$ cat config.mk
export PLATFORM = sky130hd
export DESIGN_NAME = mem_bus_master
export DESIGN_NICKNAME = d
export VERILOG_FILES = /design/src/rtl/mem_bus_pkg.sv /design/src/rtl/read_latency_pipe.sv /design/src/rtl/mem_bus_master.sv
export SDC_FILE = /design/constraint.sdc
export NUM_CORES = 1
export LEC_CHECK = 0
export ABC_AREA = 1
export BUFFER_PORTS_ARGS = -buffer_cell sky130_fd_sc_hd__buf_2
export CELL_PAD_IN_SITES_DETAIL_PLACEMENT = 1
export CELL_PAD_IN_SITES_GLOBAL_PLACEMENT = 1
export CORE_MARGIN = 3
export CORE_UTILIZATION = 42
export DETAILED_ROUTE_END_ITERATION = 12
export PLACE_DENSITY_LB_ADDON = 0.05
export SYNTH_ARGS = -nofsm -noshare
export SYNTH_HDL_FRONTEND = slang
export SYNTH_SLANG_ARGS = --single-unit
export TNS_END_PERCENT = 10
$ cat constraint.sdc
create_clock -name clk -period 3.3 [get_ports clk]
set_input_delay 0.495 -clock clk [delete_from_list [all_inputs] [get_ports clk]]
set_output_delay 0.495 -clock clk [all_outputs]
set_load 0.05 [all_outputs]
$ cat src/rtl/mem_bus_pkg.sv
// Shared encodings for the memory bus initiator: request opcodes, FSM states, latency-pipe tag.
package mem_bus_pkg;

    localparam int DEF_ADDR_WIDTH   = 16;
    localparam int DEF_DATA_WIDTH   = 8;
    localparam int DEF_READ_LATENCY = 1;

    typedef enum logic [1:0] {
        OP_RD_BYTE = 2'b00,
        OP_WR_BYTE = 2'b01,
        OP_RD_WORD = 2'b10,
        OP_RSVD    = 2'b11
    } op_t;

    typedef enum logic [2:0] {
        IDLE,
        ISSUE_LO,
        ISSUE_HI,
        WAIT,
        DONE
    } state_t;

    // One entry per issued read byte, travelling alongside the memory latency.
    typedef struct packed {
        logic valid;
        logic is_hi;
    } tag_t;

endpackage

$ cat src/rtl/read_latency_pipe.sv
// Delays read tags by the memory read latency so they line up with mem_rd_data.
module read_latency_pipe
    import mem_bus_pkg::*;
#(
    parameter int STAGES = DEF_READ_LATENCY
) (
    input  logic clk,
    input  logic reset,
    input  tag_t tag_in,
    output tag_t tag_out
);

    tag_t [STAGES:1] vld_pipe;

    always_ff @(posedge clk or negedge reset) begin
        if (!reset) begin
            vld_pipe <= '0;
        end else begin
            vld_pipe[1] <= tag_in;
            for (int i = 2; i <= STAGES; i++) vld_pipe[i] <= vld_pipe[i-1];
        end
    end

    assign tag_out = vld_pipe[STAGES];

endmodule

$ cat src/rtl/mem_bus_master.sv
// Memory bus initiator: turns core byte/word requests into registered memory strobes.
// Optional NMOS_PAGE_WRAP_EN adds req_page_wrap for in-page high-byte addressing on word reads.
module mem_bus_master
    import mem_bus_pkg::*;
#(
    parameter int ADDR_WIDTH   = DEF_ADDR_WIDTH,
    parameter int DATA_WIDTH   = DEF_DATA_WIDTH,
    parameter int READ_LATENCY = DEF_READ_LATENCY
) (
    input  logic                    clk,
    input  logic                    reset,
    input  logic                    req_valid,
    output logic                    req_ready,
    input  logic [1:0]              req_op,
    input  logic [ADDR_WIDTH-1:0]   req_addr,
    input  logic [DATA_WIDTH-1:0]   req_wdata,
`ifdef NMOS_PAGE_WRAP_EN
    input  logic                    req_page_wrap,
`endif
    output logic                    rsp_valid,
    output logic [2*DATA_WIDTH-1:0] rsp_data,
    output logic                    mem_rd_enable,
    output logic                    mem_wr_enable,
    output logic [ADDR_WIDTH-1:0]   mem_addr,
    output logic [DATA_WIDTH-1:0]   mem_wr_data,
    input  logic [DATA_WIDTH-1:0]   mem_rd_data,
    output logic                    busy
);

    state_t                state;
    logic                  is_write;
    logic                  is_word;
    logic                  mem_rd_hi;
    logic [ADDR_WIDTH-1:0] addr_q;
    logic [ADDR_WIDTH-1:0] hi_addr;
    logic [DATA_WIDTH-1:0] lo_q;
    logic                  accept;
    logic                  last_byte;
    tag_t                  tag_in;
    tag_t                  tag_out;

    assign accept = req_valid && req_ready;
    assign busy   = (state != IDLE) && (state != DONE);

`ifdef NMOS_PAGE_WRAP_EN
    logic page_wrap;
    assign hi_addr = page_wrap ? {addr_q[ADDR_WIDTH-1:8], addr_q[7:0] + 8'd1}
                               : addr_q + ADDR_WIDTH'(1);
`else
    assign hi_addr = addr_q + ADDR_WIDTH'(1);
`endif

    assign tag_in = '{valid: mem_rd_enable, is_hi: mem_rd_hi};

    read_latency_pipe #(.STAGES(READ_LATENCY)) u_lat_pipe (
        .clk     (clk),
        .reset   (reset),
        .tag_in  (tag_in),
        .tag_out (tag_out)
    );

    // A byte read finishes on its only byte; a word read finishes on the high byte.
    assign last_byte = tag_out.valid && (tag_out.is_hi || !is_word);

    always_ff @(posedge clk or negedge reset) begin
        if (!reset) begin
            state         <= IDLE;
            req_ready     <= 1'b0;
            rsp_valid     <= 1'b0;
            rsp_data      <= '0;
            mem_rd_enable <= 1'b0;
            mem_wr_enable <= 1'b0;
            mem_rd_hi     <= 1'b0;
            mem_addr      <= '0;
            mem_wr_data   <= '0;
            addr_q        <= '0;
            lo_q          <= '0;
            is_write      <= 1'b0;
            is_word       <= 1'b0;
`ifdef NMOS_PAGE_WRAP_EN
            page_wrap     <= 1'b0;
`endif
        end else begin
            rsp_valid     <= 1'b0;
            mem_rd_enable <= 1'b0;
            mem_wr_enable <= 1'b0;
            mem_rd_hi     <= 1'b0;

            if (tag_out.valid) begin
                if (tag_out.is_hi)  rsp_data <= {mem_rd_data, lo_q};
                else if (is_word)   lo_q     <= mem_rd_data;
                else                rsp_data <= {DATA_WIDTH'(0), mem_rd_data};
            end

            case (state)
                IDLE, DONE: begin
                    req_ready <= 1'b1;
                    state     <= IDLE;
                    if (accept) begin
                        req_ready <= 1'b0;
                        addr_q    <= req_addr;
                        mem_addr  <= req_addr;
                        is_write  <= (req_op == OP_WR_BYTE);
                        is_word   <= (req_op == OP_RD_WORD);
`ifdef NMOS_PAGE_WRAP_EN
                        page_wrap <= req_page_wrap;
`endif
                        if (req_op == OP_WR_BYTE) begin
                            mem_wr_enable <= 1'b1;
                            mem_wr_data   <= req_wdata;
                        end else begin
                            mem_rd_enable <= 1'b1;
                        end
                        state <= ISSUE_LO;
                    end
                end
                ISSUE_LO: begin
                    if (is_write) begin
                        rsp_valid <= 1'b1;
                        req_ready <= 1'b1;
                        state     <= DONE;
                    end else if (is_word) begin
                        mem_rd_enable <= 1'b1;
                        mem_rd_hi     <= 1'b1;
                        mem_addr      <= hi_addr;
                        state         <= ISSUE_HI;
                    end else begin
                        state <= WAIT;
                    end
                end
                ISSUE_HI: state <= WAIT;
                WAIT: begin
                    if (last_byte) begin
                        rsp_valid <= 1'b1;
                        req_ready <= 1'b1;
                        state     <= DONE;
                    end
                end
                default: state <= IDLE;
            endcase
        end
    end

endmodule

**Word-level counts from Yosys, hierarchy flattened**

Index checks and enable logic that the tools add are counted.

- Bits in registers: 76
- Output and inout bits: 45
- Logic and storage cells: 73

- Add/sub/neg operators: 1
- Equal/unequal tests: 13
- Multiplexer cells: 27
- Bitwise operators: 1
- Reductions and logical operators: 16

Operator list:

| operator | count |
|---|---|
| $mux 16 | 5 |
| $pmux 16 s2 | 1 |
| $add 16x1->16 const B | 1 |
| $mux 1 | 15 |
| $pmux 3 s4 | 1 |
| $ne 2x2->1 const B | 5 |
| $reduce_and 3->1 | 3 |
| $eq 3x2->1 const B | 2 |
| $mux 3 | 2 |
| $reduce_bool 3->1 | 2 |
| $pmux 1 s2 | 2 |
| $reduce_and 2->1 | 2 |
| $reduce_and 4->1 | 1 |
| $eq 3x1->1 const B | 1 |
| $eq 3x3->1 const B | 1 |
| $logic_and 1x1->1 | 3 |
| $logic_not 3->1 | 1 |
| $ne 3x3->1 const B | 1 |
| $pmux 1 s3 | 1 |
| $eq 2x1->1 const B | 1 |
| $eq 2x2->1 const B | 1 |
| $ne 2x1->1 const B | 1 |
| $reduce_bool 2->1 | 1 |
| $reduce_or 2->1 | 1 |
| other kinds (3) | 3 |

**Longest topological paths before layout**

- Word-level depth: 5
- Depth in mapped cells: 9
- Mapped depth without buffers: 9

**By module**

A second synthesis with hierarchy kept.

- Cells, all modules: 451
- Area total of the unflattened synthesis: 3563.4 µm²

Modules (own cells, without submodules):

| module | instances | cells each | area each (µm²) | sequential area each (µm²) |
|---|---|---|---|---|
| mem_bus_master | 1 | 449 | 3513.4 | 1851.8 |
| read_latency_pipe | 1 | 2 | 50.0 | 50.0 |

**Worst setup path after synthesis**

Ideal clock, no wire load.

- Kind: reg-to-reg
- Start point: register req_ready
- End point: register mem_addr[10]
- Library setup time: 0.118 ns
- Arrival time: 1.339 ns
- Data required time: 3.182 ns
- Setup slack: 1.843 ns
- Cell stages (with the launch flop): 7
- Path buffers: 1
- Cells stage by stage: dfrtp_1 -> nand4_4 -> inv_4 -> a21oi_4 -> buf_4 -> nand2_1 -> nand2_1

- Cells in the longest elaborated chain, start to end: 3

RTL lines:

| what | line | text |
|---|---|---|
| start, declared | mem_bus_master.sv:13 | `output logic req_ready,` |
| start signal, assigned | mem_bus_master.sv:68 | `req_ready <= 1'b0;` |
| start signal, assigned | mem_bus_master.sv:97 | `req_ready <= 1'b1;` |
| start signal, assigned | mem_bus_master.sv:100 | `req_ready <= 1'b0;` |
| $logic_and 1x1->1 | mem_bus_master.sv:42 | `assign accept = req_valid && req_ready;` |
| $ne 2x2->1 (no line) | - |  |
| $reduce_and 4->1 (no line) | - |  |
| end signal, assigned | mem_bus_master.sv:102 | `mem_addr <= req_addr;` |
| end signal, assigned | mem_bus_master.sv:125 | `mem_addr <= hi_addr;` |
| end, declared | mem_bus_master.sv:24 | `output logic [ADDR_WIDTH-1:0] mem_addr,` |

Every way passes these cells.
A chain may end at the register's enable or synchronous reset.

**Final worst setup path**

- Start point: register u_lat_pipe.vld_pipe, in the netlist u_lat_pipe.tag_out[0]
- End point: register rsp_valid

- Cells in the longest elaborated chain, start to end: 4

RTL lines:

| what | line | text |
|---|---|---|
| start, declared | read_latency_pipe.sv:13 | `tag_t [STAGES:1] vld_pipe;` |
| $logic_or 1x1->1 | mem_bus_master.sv:63 | `assign last_byte = tag_out.valid && (tag_out.is_hi \|\| !is_word);` |
| $logic_and 1x1->1 | mem_bus_master.sv:63 |  |
| $mux 1 | mem_bus_master.sv:133 | `if (last_byte) begin` |
| $pmux 1 s2 | mem_bus_master.sv:95 | `case (state)` |
| end signal, assigned | mem_bus_master.sv:69 | `rsp_valid <= 1'b0;` |
| end signal, assigned | mem_bus_master.sv:84 | `rsp_valid <= 1'b0;` |
| end signal, assigned | mem_bus_master.sv:134 | `rsp_valid <= 1'b1;` |
| end, declared | mem_bus_master.sv:20 | `output logic rsp_valid,` |

Every way passes these cells.

==> flow_summary_export.csv <==
group,metric,value,unit
logic_synthesis,ys_ff_latch,76,
floorplanning,start_util,0.435,
power_and_ir_drop,leakage,0.00234,uW
detailed_routing,ant_nets,0,
logic_synthesis,syn_area_per_cell,7.96,um^2
placed_design,dp_hpwl,6500,um
worst_setup_path,critPathRequiredTime,3.51,ns
floorplanning,ioPinCount,82,
logic_synthesis,synth_top_cell_area_share,0.529,
detailed_routing,drtIter0Drc,146,
clock_network,cts_setup_buffers,0,
logic_synthesis,synth_cell_types,30,
finish,drive_gt1_frac,0.221,
logic_synthesis,yosys_warnings,0,
worst_setup_path,crit_arrival,2.29,ns
sta,rsz0062_at_grt,"no",
worst_setup_path,critPathMaxStageDelay,0.79,ns
floorplanning,num_rows,33,
floorplanning,die-width,98.5,um
finish,fill_cells,1064,
sta,hold_slack,0.285,ns
worst_setup_path,cpLargestDelayFamily,"compound AO/OA/AOI/OAI gates",
worst_setup_path,start_kind,"flop",
finish,antenna_cells,0,
clock_network,cts_tree,"done",
worst_setup_path,crit_fanout,26,
global_routing,grt.overflow.total,0,
finish,fin_area,4250,um^2
sta,final_max_slew_viol_count,0,
logic_synthesis,synth_top_family_by_area,"simple AND/OR/NAND/NOR gates",
logic_synthesis,synth-main-ff-cell,"dfrtp_1",
clock_network,ctsHoldBuffers,0,
logic_synthesis,ys_seq_area_frac,0.529,
sta,skew,0.0110,ns
finish,multi_input_area,1420,um^2
worst_setup_path,cp_num_cells,4,
worst_setup_path,worstPathCellList,"o21ai_2, inv_2, nand2_1, o21ai_0",
floorplanning,core-area,8260,um^2
detailed_routing,vias_per_cell,4.96,
power_and_ir_drop,power_density,1100,nW/um^2
clock_network,cts_sinks,76,
logic_synthesis,ys_top_cells_by_area,"dfrtp_1 53%, nand2_1 19%, o21ai_0 5.4%",
finish,synthToLayoutAreaGrowth,18.4,%
sta,setup_violations,0,
power_and_ir_drop,max-vdd-ir-drop,0.000464,V
logic_synthesis,synthMuxAreaShare,0,
clock_network,cts_resized,0,
sta,slew_headroom,0.342,
clock_network,cts_max_path_buffers,2,
sta,setup_ws,1.22,ns
detailed_routing,wl,9370,um
power_and_ir_drop,finalPower,4690,uW
placed_design,io_buffer_count,81,
global_routing,first_global_vias,3361,
placed_design,gp_congestion,0.852,
sta,fin_crit,2.08,ns
logic_synthesis,yosysTopAreaCell,"dfrtp_1",
clock_network,clk_pin_slew,0.09,ns
finish,finalNetCount,568,
floorplanning,die_area,9700,um^2
logic_synthesis,syn_inst,451,
logic_synthesis,synth_edf_count,0,
detailed_routing,dr.pass1.iters,4,
sta,worst_pin_slew,0.987,ns
sta,hold_violations,0,
global_routing,grt_start_max_net_pins,77,
worst_hold_path,hold_path.class,"input pin to async pin",
sta,fin_crit_sh,0.632,
detailed_routing,vias,3176,
logic_synthesis,yosys.area_share.simple,0.297,
placed_design,pre_cts_slack,1.18,ns
logic_synthesis,synth_fa_ha_area_frac,0.00348,
worst_setup_path,critPathCaptureType,"flop",
status,outcome,"finished, final reports clean",
global_routing,grt_first_pass_wirelength,16300,um
run,max_cap_violations,0,
clock_network,numCtsBuffers,9,
clock_network,insertion_delay,0.35,ns
sta,final.setup.tns,0,ns
sta,timing.fmax,0.480,GHz
worst_setup_path,setup.worst_path.class,"flop to flop",
logic_synthesis,synth_compound_area_frac,0.0812,
finish,regArea,1900,um^2
global_routing,gr-usage-all-layers,0.209,
logic_synthesis,synth_area,3590,um^2
clock_network,h-tree-depth,3,
worst_setup_path,timing.critical_path.buf_inv,1,
global_routing,antenna_found_initial,0,
placed_design,place_area,4060,um^2
logic_synthesis,synthXorXnorAreaFrac,0.0146,
floorplanning,die_y,98.5,um
worst_setup_path,worstRegToRegCells,4,
logic_synthesis,synthArstFlopShare,1.00,
detailed_routing,wl_per_cell,14.6,um
logic_synthesis,syn_nets,489,
worst_setup_path,crit_slowest_cell,"o21ai_2",
detailed_routing,route.detailed.drc,0,
clock_network,cts-root-buf,"clkbuf_8",
==> flip-flops by register name, summed over array words and instances (netlist names), 2 cells and up <==
signal              cells
addr_q                 16
mem_addr               16
rsp_data               16
lo_q                    8
mem_wr_data             8
state                   3
u_lat_pipe.tag_out      2
==> through the flow <==
| stage | std cells | utilization |
|---|---|---|
| 2_1_floorplan | 451 | - |
| 3_3_place_gp | 624 | 0.492 |
| 3_5_place_dp | 624 | 0.492 |
| 4_1_cts | 640 | 0.515 |
| 5_1_grt | 640 | 0.515 |
| 6_report | 640 | 0.515 |
==> routing by layer <==
layer | global-route usage | vias up | wire, um
met5 | 0 | - | 0
met4 | 0.0714 | 0 | 127
met3 | 0.0326 | 10 | 432
met2 | 0.324 | 77 | 4210
met1 | 0.300 | 1530 | 4600
li1 | - | 1559 | -
==> area by class of cell <==
| type | count | share of cell area |
|---|---|---|
| flip-flops and latches | 76 | 0.447 |
| multi-input cells | 312 | 0.335 |
| repair buffers | 82 | 0.0977 |
| inverters | 49 | 0.0438 |
| clock buffers | 11 | 0.0309 |
| well taps | 105 | 0.0309 |
| clock inverters | 5 | 0.0144 |
==> cells in the final DEF (no fill, tap or decap), types with 4 or more instances in the layout <==
master / instances
buf_2: 80
o21ai_0: 39
nor2_1: 21
clkbuf_8: 9
or2_2: 6
inv_1: 44
nand2_2: 4
xor2_1: 6
nand2_1: 185
o211ai_1: 4
nand3_1: 28
inv_2: 4
dfrtp_1: 76
==> report_power, final <==
group | total (uW) | internal, uW | switching, uW
Combinational | 2300 | 571 | 1730
Clock | 714 | 353 | 361
Sequential | 1680 | 1350 | 326
Total | 4690 | 2280 | 2420
==> logic make-up (layout without fill, tap and decap cells) <==
group	count (synthesis)	in the layout
xor+xnor	6	6
simple gates	254	254
compound gates	51	51
buf+inv	63	147
flops	76	76
fa+ha+maj	1	1
==> worst paths after layout <==
check / start / end / slack, ns
worst min-delay path: reset / rsp_data[8] / 0.29
worst min register to register: mem_rd_hi / u_lat_pipe.tag_out[0] / 0.36
worst max-delay path: u_lat_pipe.tag_out[0] / rsp_valid / 1.22
min in group clk: req_wdata[2] / mem_wr_data[2] / 0.34
max in group asynchronous: reset / mem_addr[3] / 2.35
worst max register to register: u_lat_pipe.tag_out[0] / rsp_valid / 1.22
==> synth_stat cells (2+ instances only) <==
master and count:
nand2_1 185, dfrtp_1 76, inv_1 44, o21ai_0 39, nand3_1 28, nor2_1 21, buf_2 7, or2_2 6
xor2_1 6, clkbuf_1 4, inv_2 4, nand2_2 4, o211ai_1 4, nand4_1 3, a21boi_0 2, a21oi_1 2
buf_6 2, nor2_4 2
(Power assumes the default switching activity.)
